## config.mk

```make
export PLATFORM = sky130hd
export DESIGN_NAME = uart_frac_baud_gen
export DESIGN_NICKNAME = d
export VERILOG_FILES = /design/src/rtl/uart_baud_pkg.sv /design/src/rtl/uart_baud_os_div.sv /design/src/rtl/uart_frac_baud_gen.sv
export SDC_FILE = /design/constraint.sdc
export NUM_CORES = 1
export LEC_CHECK = 0
export CAP_MARGIN = 20
export CORE_ASPECT_RATIO = 1.2
export CORE_MARGIN = 10
export CORE_UTILIZATION = 60
export CTS_BUF_LIST = sky130_fd_sc_hd__clkbuf_16
export DETAILED_ROUTE_END_ITERATION = 7
export PLACE_DENSITY = 0.8
export SLEW_MARGIN = 20
export SYNTH_ARGS = -nofsm -noshare
export SYNTH_HDL_FRONTEND = slang
export SYNTH_SLANG_ARGS = --single-unit
```

## constraint.sdc

```tcl
create_clock -name clk_i -period 5 [get_ports clk_i]
set_input_delay 0.5 -clock clk_i [delete_from_list [all_inputs] [get_ports clk_i]]
set_output_delay 0.5 -clock clk_i [all_outputs]
set_load 0.1 [all_outputs]
```

## src/rtl/uart_baud_pkg.sv

```systemverilog
// Shared constants and types for the fractional-N UART baud generator.
// Divisors are {integer, fraction} pairs; the fraction is in 1/16 cycle units.
package uart_baud_pkg;

  // Smallest integer divisor that still yields a one-cycle-wide pulse.
  localparam int DIV_MIN = 2;

  localparam int BAUD_INT_W  = 16;
  localparam int BAUD_FRAC_W = 4;

  typedef struct packed {
    logic [BAUD_INT_W-1:0]  int_part;
    logic [BAUD_FRAC_W-1:0] frac_part;
  } baud_div_t;

  // 115200 baud x16 oversampling at common system clocks.
  localparam baud_div_t DIV_50M_115K2X16  = '{int_part: 16'd27,  frac_part: 4'd2};  // 27.125
  localparam baud_div_t DIV_100M_115K2X16 = '{int_part: 16'd54,  frac_part: 4'd4};  // 54.25
  localparam baud_div_t DIV_200M_115K2X16 = '{int_part: 16'd108, frac_part: 4'd8};  // 108.5

  // Clamp an integer divisor to the supported minimum.
  function automatic int clamp_div_int(input int v);
    return (v < DIV_MIN) ? DIV_MIN : v;
  endfunction

  // Width of a modulo-os counter, never less than one bit.
  function automatic int os_cnt_width(input int os);
    return (os <= 2) ? 1 : $clog2(os);
  endfunction

endpackage

```

## src/rtl/uart_baud_os_div.sv

```systemverilog
// Oversample-to-bit-rate divider: counts baud ticks modulo OVERSAMPLE and
// flags the tick on which the count wraps. Only built with UART_BAUD_1X_EN.
module uart_baud_os_div
  import uart_baud_pkg::*;
#(
  parameter int OVERSAMPLE = 16
)(
  input  logic clk_i,
  input  logic reset_i,
  input  logic tick_i,
  input  logic resync_i,
  output logic en_1x_o
);

  localparam int              OS_W    = os_cnt_width(OVERSAMPLE);
  localparam logic [OS_W-1:0] OS_LAST = OS_W'(OVERSAMPLE - 1);

  logic [OS_W-1:0] os_cnt_q, os_cnt_d;
  logic            en_1x_q, en_1x_d;

  // Next-state: resync restarts the count; each tick advances it with wrap.
  always_comb begin
    os_cnt_d = os_cnt_q;
    en_1x_d  = 1'b0;
    if (resync_i) begin
      os_cnt_d = '0;
    end else if (tick_i) begin
      en_1x_d  = (os_cnt_q == OS_LAST);
      os_cnt_d = (os_cnt_q == OS_LAST) ? '0 : os_cnt_q + OS_W'(1);
    end
  end

  // State and registered output.
  always_ff @(posedge clk_i) begin
    if (reset_i) begin
      os_cnt_q <= '0;
      en_1x_q  <= 1'b0;
    end else begin
      os_cnt_q <= os_cnt_d;
      en_1x_q  <= en_1x_d;
    end
  end

  assign en_1x_o = en_1x_q;

endmodule

```

## src/rtl/uart_frac_baud_gen.sv

```systemverilog
// Fractional-N baud-rate generator: emits a one-cycle oversample enable whose
// average period is a_int + a_frac/2^FRAC_W clocks. New divisors wait in a
// pending register and are adopted at the next tick (or resync), so a period
// in progress is never cut short. Define UART_BAUD_1X_EN to also generate the
// 1x bit-rate pulse; otherwise en_1x_baud_o is tied low.
module uart_frac_baud_gen
  import uart_baud_pkg::*;
#(
  parameter int INT_W      = BAUD_INT_W,
  parameter int FRAC_W     = BAUD_FRAC_W,
  parameter int OVERSAMPLE = 16,
  parameter int DEF_INT    = int'(DIV_100M_115K2X16.int_part),
  parameter int DEF_FRAC   = int'(DIV_100M_115K2X16.frac_part)
)(
  input  logic              clk_i,
  input  logic              reset_i,
  input  logic              enable_i,
  input  logic [INT_W-1:0]  div_int_i,
  input  logic [FRAC_W-1:0] div_frac_i,
  input  logic              div_load_i,
  input  logic              resync_i,
  output logic              en_os_baud_o,
  output logic              en_1x_baud_o
);

  localparam int                CNT_W    = INT_W + 1;
  localparam logic [INT_W-1:0]  RST_INT  = INT_W'(clamp_div_int(DEF_INT));
  localparam logic [FRAC_W-1:0] RST_FRAC = FRAC_W'(DEF_FRAC);

  logic [CNT_W-1:0]  cnt_q, cnt_d;
  logic [CNT_W-1:0]  per_q, per_d;
  logic [FRAC_W-1:0] acc_q, acc_d;
  logic [INT_W-1:0]  a_int_q, a_int_d;
  logic [FRAC_W-1:0] a_frac_q, a_frac_d;
  logic [INT_W-1:0]  p_int_q, p_int_d;
  logic [FRAC_W-1:0] p_frac_q, p_frac_d;
  logic              p_vld_q, p_vld_d;
  logic              en_os_q, en_os_d;

  logic [INT_W-1:0]  ld_int;
  logic [FRAC_W:0]   acc_sum;
  logic              tick;

  // Divisors below the minimum are clamped as they are captured.
  assign ld_int = (div_int_i < INT_W'(DIV_MIN)) ? INT_W'(DIV_MIN) : div_int_i;

  // Last enabled cycle of the current period; resync takes precedence.
  assign tick = enable_i & ~resync_i & (cnt_q == per_q - CNT_W'(1));

  // Next-state: resync restarts phase, tick closes a period, load fills pending.
  always_comb begin
    cnt_d    = cnt_q;
    per_d    = per_q;
    acc_d    = acc_q;
    a_int_d  = a_int_q;
    a_frac_d = a_frac_q;
    p_int_d  = p_int_q;
    p_frac_d = p_frac_q;
    p_vld_d  = p_vld_q;
    en_os_d  = 1'b0;
    acc_sum  = '0;
    if (resync_i) begin
      // A load in the same cycle is taken straight into the active divisor.
      if (div_load_i) begin
        a_int_d  = ld_int;
        a_frac_d = div_frac_i;
      end else if (p_vld_q) begin
        a_int_d  = p_int_q;
        a_frac_d = p_frac_q;
      end
      p_vld_d = 1'b0;
      cnt_d   = '0;
      acc_d   = '0;
      per_d   = {1'b0, a_int_d};
    end else begin
      if (tick) begin
        if (p_vld_q) begin
          a_int_d  = p_int_q;
          a_frac_d = p_frac_q;
          p_vld_d  = 1'b0;
        end
        // Fraction overflow lengthens the next period by one cycle.
        acc_sum = {1'b0, acc_q} + {1'b0, a_frac_d};
        acc_d   = acc_sum[FRAC_W-1:0];
        per_d   = {1'b0, a_int_d} + {{INT_W{1'b0}}, acc_sum[FRAC_W]};
        cnt_d   = '0;
        en_os_d = 1'b1;
      end else if (enable_i) begin
        cnt_d = cnt_q + CNT_W'(1);
      end
      // Captured after the tick so a coincident load waits for the next one.
      if (div_load_i) begin
        p_int_d  = ld_int;
        p_frac_d = div_frac_i;
        p_vld_d  = 1'b1;
      end
    end
  end

  // State registers with synchronous reset to the default divisor.
  always_ff @(posedge clk_i) begin
    if (reset_i) begin
      cnt_q    <= '0;
      per_q    <= {1'b0, RST_INT};
      acc_q    <= '0;
      a_int_q  <= RST_INT;
      a_frac_q <= RST_FRAC;
      p_int_q  <= '0;
      p_frac_q <= '0;
      p_vld_q  <= 1'b0;
      en_os_q  <= 1'b0;
    end else begin
      cnt_q    <= cnt_d;
      per_q    <= per_d;
      acc_q    <= acc_d;
      a_int_q  <= a_int_d;
      a_frac_q <= a_frac_d;
      p_int_q  <= p_int_d;
      p_frac_q <= p_frac_d;
      p_vld_q  <= p_vld_d;
      en_os_q  <= en_os_d;
    end
  end

  assign en_os_baud_o = en_os_q;

`ifdef UART_BAUD_1X_EN
  uart_baud_os_div #(
    .OVERSAMPLE (OVERSAMPLE)
  ) u_os_div (
    .clk_i    (clk_i),
    .reset_i  (reset_i),
    .tick_i   (tick),
    .resync_i (resync_i),
    .en_1x_o  (en_1x_baud_o)
  );
`else
  assign en_1x_baud_o = 1'b0;
`endif

endmodule
```

==> summary.txt <==
Detailed routing
  – Max Used Layer: met4
  – Metal1 wirelength: 5220 µm
  – Residual DRC: 0
  – Routed length per instance: 17.0 µm
  – DR vias: 4356
  – Final ANT Viol Nets: 0
  – Initial DRC count: 302
  – Met2 WL: 5930 µm
  – Wire length on met3: 619 µm
  – Drt first pass iters: 5
  – Detailed Route WL: 12000 µm
  – Vias per Instance: 6.17

CTS
  – TritonCTS clock tree: built
  – H-tree levels: 3
  – Setup bufs post-CTS: 0
  – Num CTS Buffers: 9
  – CTS root buf: clkbuf_16
  – Clk slew on worst S/H paths: 0.07 ns
  – Hold buffers post-CTS: 0
  – Clk_lat worst skew: 0.35 ns
  – Post_cts resized: 0
  – Clock sink total: 80
  – Max Root-Sink Buffers: 2

Global route
  – Pin count of the biggest net entering global routing: 55
  – Global-route wire length before repair: 20300 µm
  – Vias in the first global route: 4241
  – Total gr overflow: 0
  – Initial antenna violation count: 0
  – Total track usage: 20.3%

Critical path
  – Kind of critical path: reg2reg
  – Worst Setup End Kind: register
  – WP data arrival: 3.87 ns
  – Reg2reg start: per_q[0]
  – Crit Path Max Fanout: 16
  – Critical-path top delay cell: nor4_4
  – Reg2reg setup slack: 1.36 ns
  – Reg-to-reg endpoint: per_q[9]
  – Crit-path cells: inv_1, ha_1, nor3b_1, nand4_1, xnor2_1, or4_1, nor4_4, nor4b_1, a311o_1
  – Startpoint types: register
  – Reg2Reg Depth: 9
  – Critical Path RT: 5.23 ns
  – Largest stage delay on the critical path: 0.84 ns

Timing
  – Unrepaired setup endpoints after global routing: no
  – Highest Clock Rate: 274 MHz
  – Final Hold Viols: 0
  – Clk_skew: 0.00726 ns
  – Setup TNS: 0 ns
  – Final setup viols: 0
  – Fin crit share: 72.9%
  – Final Max Slew Viols: 0
  – Fin crit period: 3.64 ns
  – Worst rel slew slack: 30.9%
  – Least-Margin Pin Slew: 1.04 ns

Logic synthesis
  – Synth area leaders: dfxtp_1 33%, mux2i_1 8.4%, nand2_1 6.6%, nor2_1 5.2%, xor2_1 4.7%
  – Synth Instances: 608
  – Count leader, synth: nand2_1
  – Post-synthesis simple-gate area fraction: 24.3%
  – Largest family of logic cells by synthesized area: simple AND/OR/NAND/NOR gates
  – Ys flop type: dfxtp_1
  – Largest area contributor in the netlist: dfxtp_1
  – Post-synth EDFFs: 0
  – Synth Area in Compound Gates: 16.6%
  – Post-synthesis mux area share: 9.35%
  – Adder-cell share of the synthesized area: 2.47%
  – Share of the synthesized area in the top cell type: 32.9%
  – Mapped Avg Cell Area: 8.01 µm²
  – Post-synth cell types: 64
  – Register area share after synthesis: 32.9%
  – Synthesized flop and latch total: 80
  – Xor/xnor cell area share of the yosys netlist: 8.82%
  – Post-synth top cells: 86 x nand2_1, 80 x dfxtp_1, 68 x nor2_1, 44 x a21oi_1, 41 x mux2i_1
  – Syn. warnings: 0
  – Async set-reset flop share out of synthesis: 0%
  – Syn Nets: 642
  – Post-Synthesis Cell Area: 4870 µm²

Min path
  – Hold Crit Class: reg2reg
  – Hold endpoint: p_int_q[15]
  – Hold Path Stages: 2
  – Hold path start: p_int_q[15]

Place
  – Routability cong.: 0.917
  – Dpl hpwl: 8370 µm
  – IO buf count: 25

Finish
  – Number of antenna diodes: 0
  – NumNets Final: 643
  – Layout cells sized above 1: 6.68%
  – Synth-to-Final Area Change: 10.6%

Floorplanning
  – Die Wd: 102 µm
  – Number of I/O pins: 27
  – Die area: 12100 µm²
  – DIE HEIGHT: 119 µm
  – Starting Density: 62.5%
  – Std cell rows: 35
  – Core region area: 7790 µm²

Pwr
  – Fraction of power spent switching nets: 28.3%
  – PwrDens: 298 nW/µm²
  – Maximum vdd drop: 0.000225 V
  – Leakage: 2.05 nW
  – Total Power: 1.61 mW
  – Clk pwr share: 43.0%
  – Logic gate share of total power: 14.0%
  – Sequential Power Share: 43.1%
  – Power Internal: 1.15 mW
  – NetSw: 0.455 mW

Run
  – Max Cap Viol: 0

Outcome
  – Status: completed
power groups by stage:
stage	clock (mW)	sequential, mW	combinational, mW
after global routing	0.728	0.695	0.248
after global placement	0	0.704	0.214
after floorplan	0	0.693	0.172
after detailed placement	0	0.706	0.220
final	0.691	0.692	0.225
after CTS	0.698	0.691	0.222
cells by family (layout without fill, tap and decap cells):
group / count (synthesis) / after routing
adder cells (fa/ha/maj): 9 / 9
flip-flops: 80 / 80
buffers and inverters: 56 / 62
AO/OA/AOI/OAI: 124 / 124
multiplexers: 45 / 45
AND/OR/NAND/NOR: 244 / 244
other: 1 / 1
XOR/XNOR: 49 / 49
cell type report:
cell class | count | area (µm²)
Tap cell | 92 | 115
Fill cell | 644 | 2410
Clock buffer | 9 | 225
Multi-Input combinational cell | 472 | 3010
Timing Repair Buffer | 31 | 290
Clock inverter | 7 | 83.8
Inverter | 15 | 56.3
Sequential cell | 80 | 1600
layout by cell type, fill, tap and decap left out, types with 6 or more instances in the layout:
cell type and instances:
inv_1 13, buf_4 6, mux2i_1 41, nand3_1 14, o21ai_0 25, nor4_1 9
ha_1 8, a31oi_1 7, xor2_1 26, clkbuf_16 9, nand4_1 6, dfxtp_1 80
nand2_1 85, nor2_1 68, a21oi_1 44, a211oi_1 9, nor3_1 16, clkdlybuf4s50_1 24
xnor2_1 23
worst max path at each step:
stage / slack [ns] / depth (start not counted) / to / startpoint
2_1_floorplan: 0.87 / 15 / per_q[12] / p_vld_q
3_3_place_gp: 1.56 / 9 / per_q[9] / per_q[0]
3_5_place_dp: 1.42 / 9 / per_q[9] / per_q[0]
4_1_cts: 1.36 / 9 / per_q[9] / per_q[0]
5_1_grt: 1.12 / 9 / per_q[9] / per_q[0]
6_report: 1.36 / 9 / per_q[9] / per_q[0]
per-stage QoR:
stage | cell area [µm²] | util (%) | cells | setup WS [ns] | hold WS (ns)
6_report | 5390 | 69.1 | 706 | 1.36 | 0.455
5_1_grt | 5390 | 69.1 | 706 | 1.12 | 0.469
4_1_cts | 5380 | 69.1 | 706 | 1.36 | 0.457
3_5_place_dp | 5070 | 65.1 | 690 | 1.42 | 0.448
3_3_place_gp | 5070 | 65.1 | 690 | 1.56 | 0.442
2_1_floorplan | 4870 | - | 608 | 0.865 | 0.433
per-layer routing:
| metal | up-vias | track usage [%] |
|---|---|---|
| met4 | 0 | 7.60 |
| li1 | 2143 | - |
| met2 | 132 | 33.5 |
| met5 | - | 0 |
| met3 | 21 | 3.55 |
| met1 | 2060 | 25.3 |
worst max-delay path: cells and delay by family (launching register included):
family                     cells  cell delay [ns]
and+or+nand+nor                5             2.27
adders and majority gates      1             0.25
xor gates and xnor gates       1             0.19
buffers and inverters          1             0.08
DFF                            1             0.36
AOI/OAI and AO/OA              1             0.36
state kept, by name (all words and copies together) (netlist names):
name,flops
acc_q,4
a_int_q,16
en_os_baud_o,1
a_frac_q,4
p_frac_q,4
per_q,17
cnt_q,17
p_vld_q,1
p_int_q,16
Note: power is estimated with default switching activity, not from simulation.
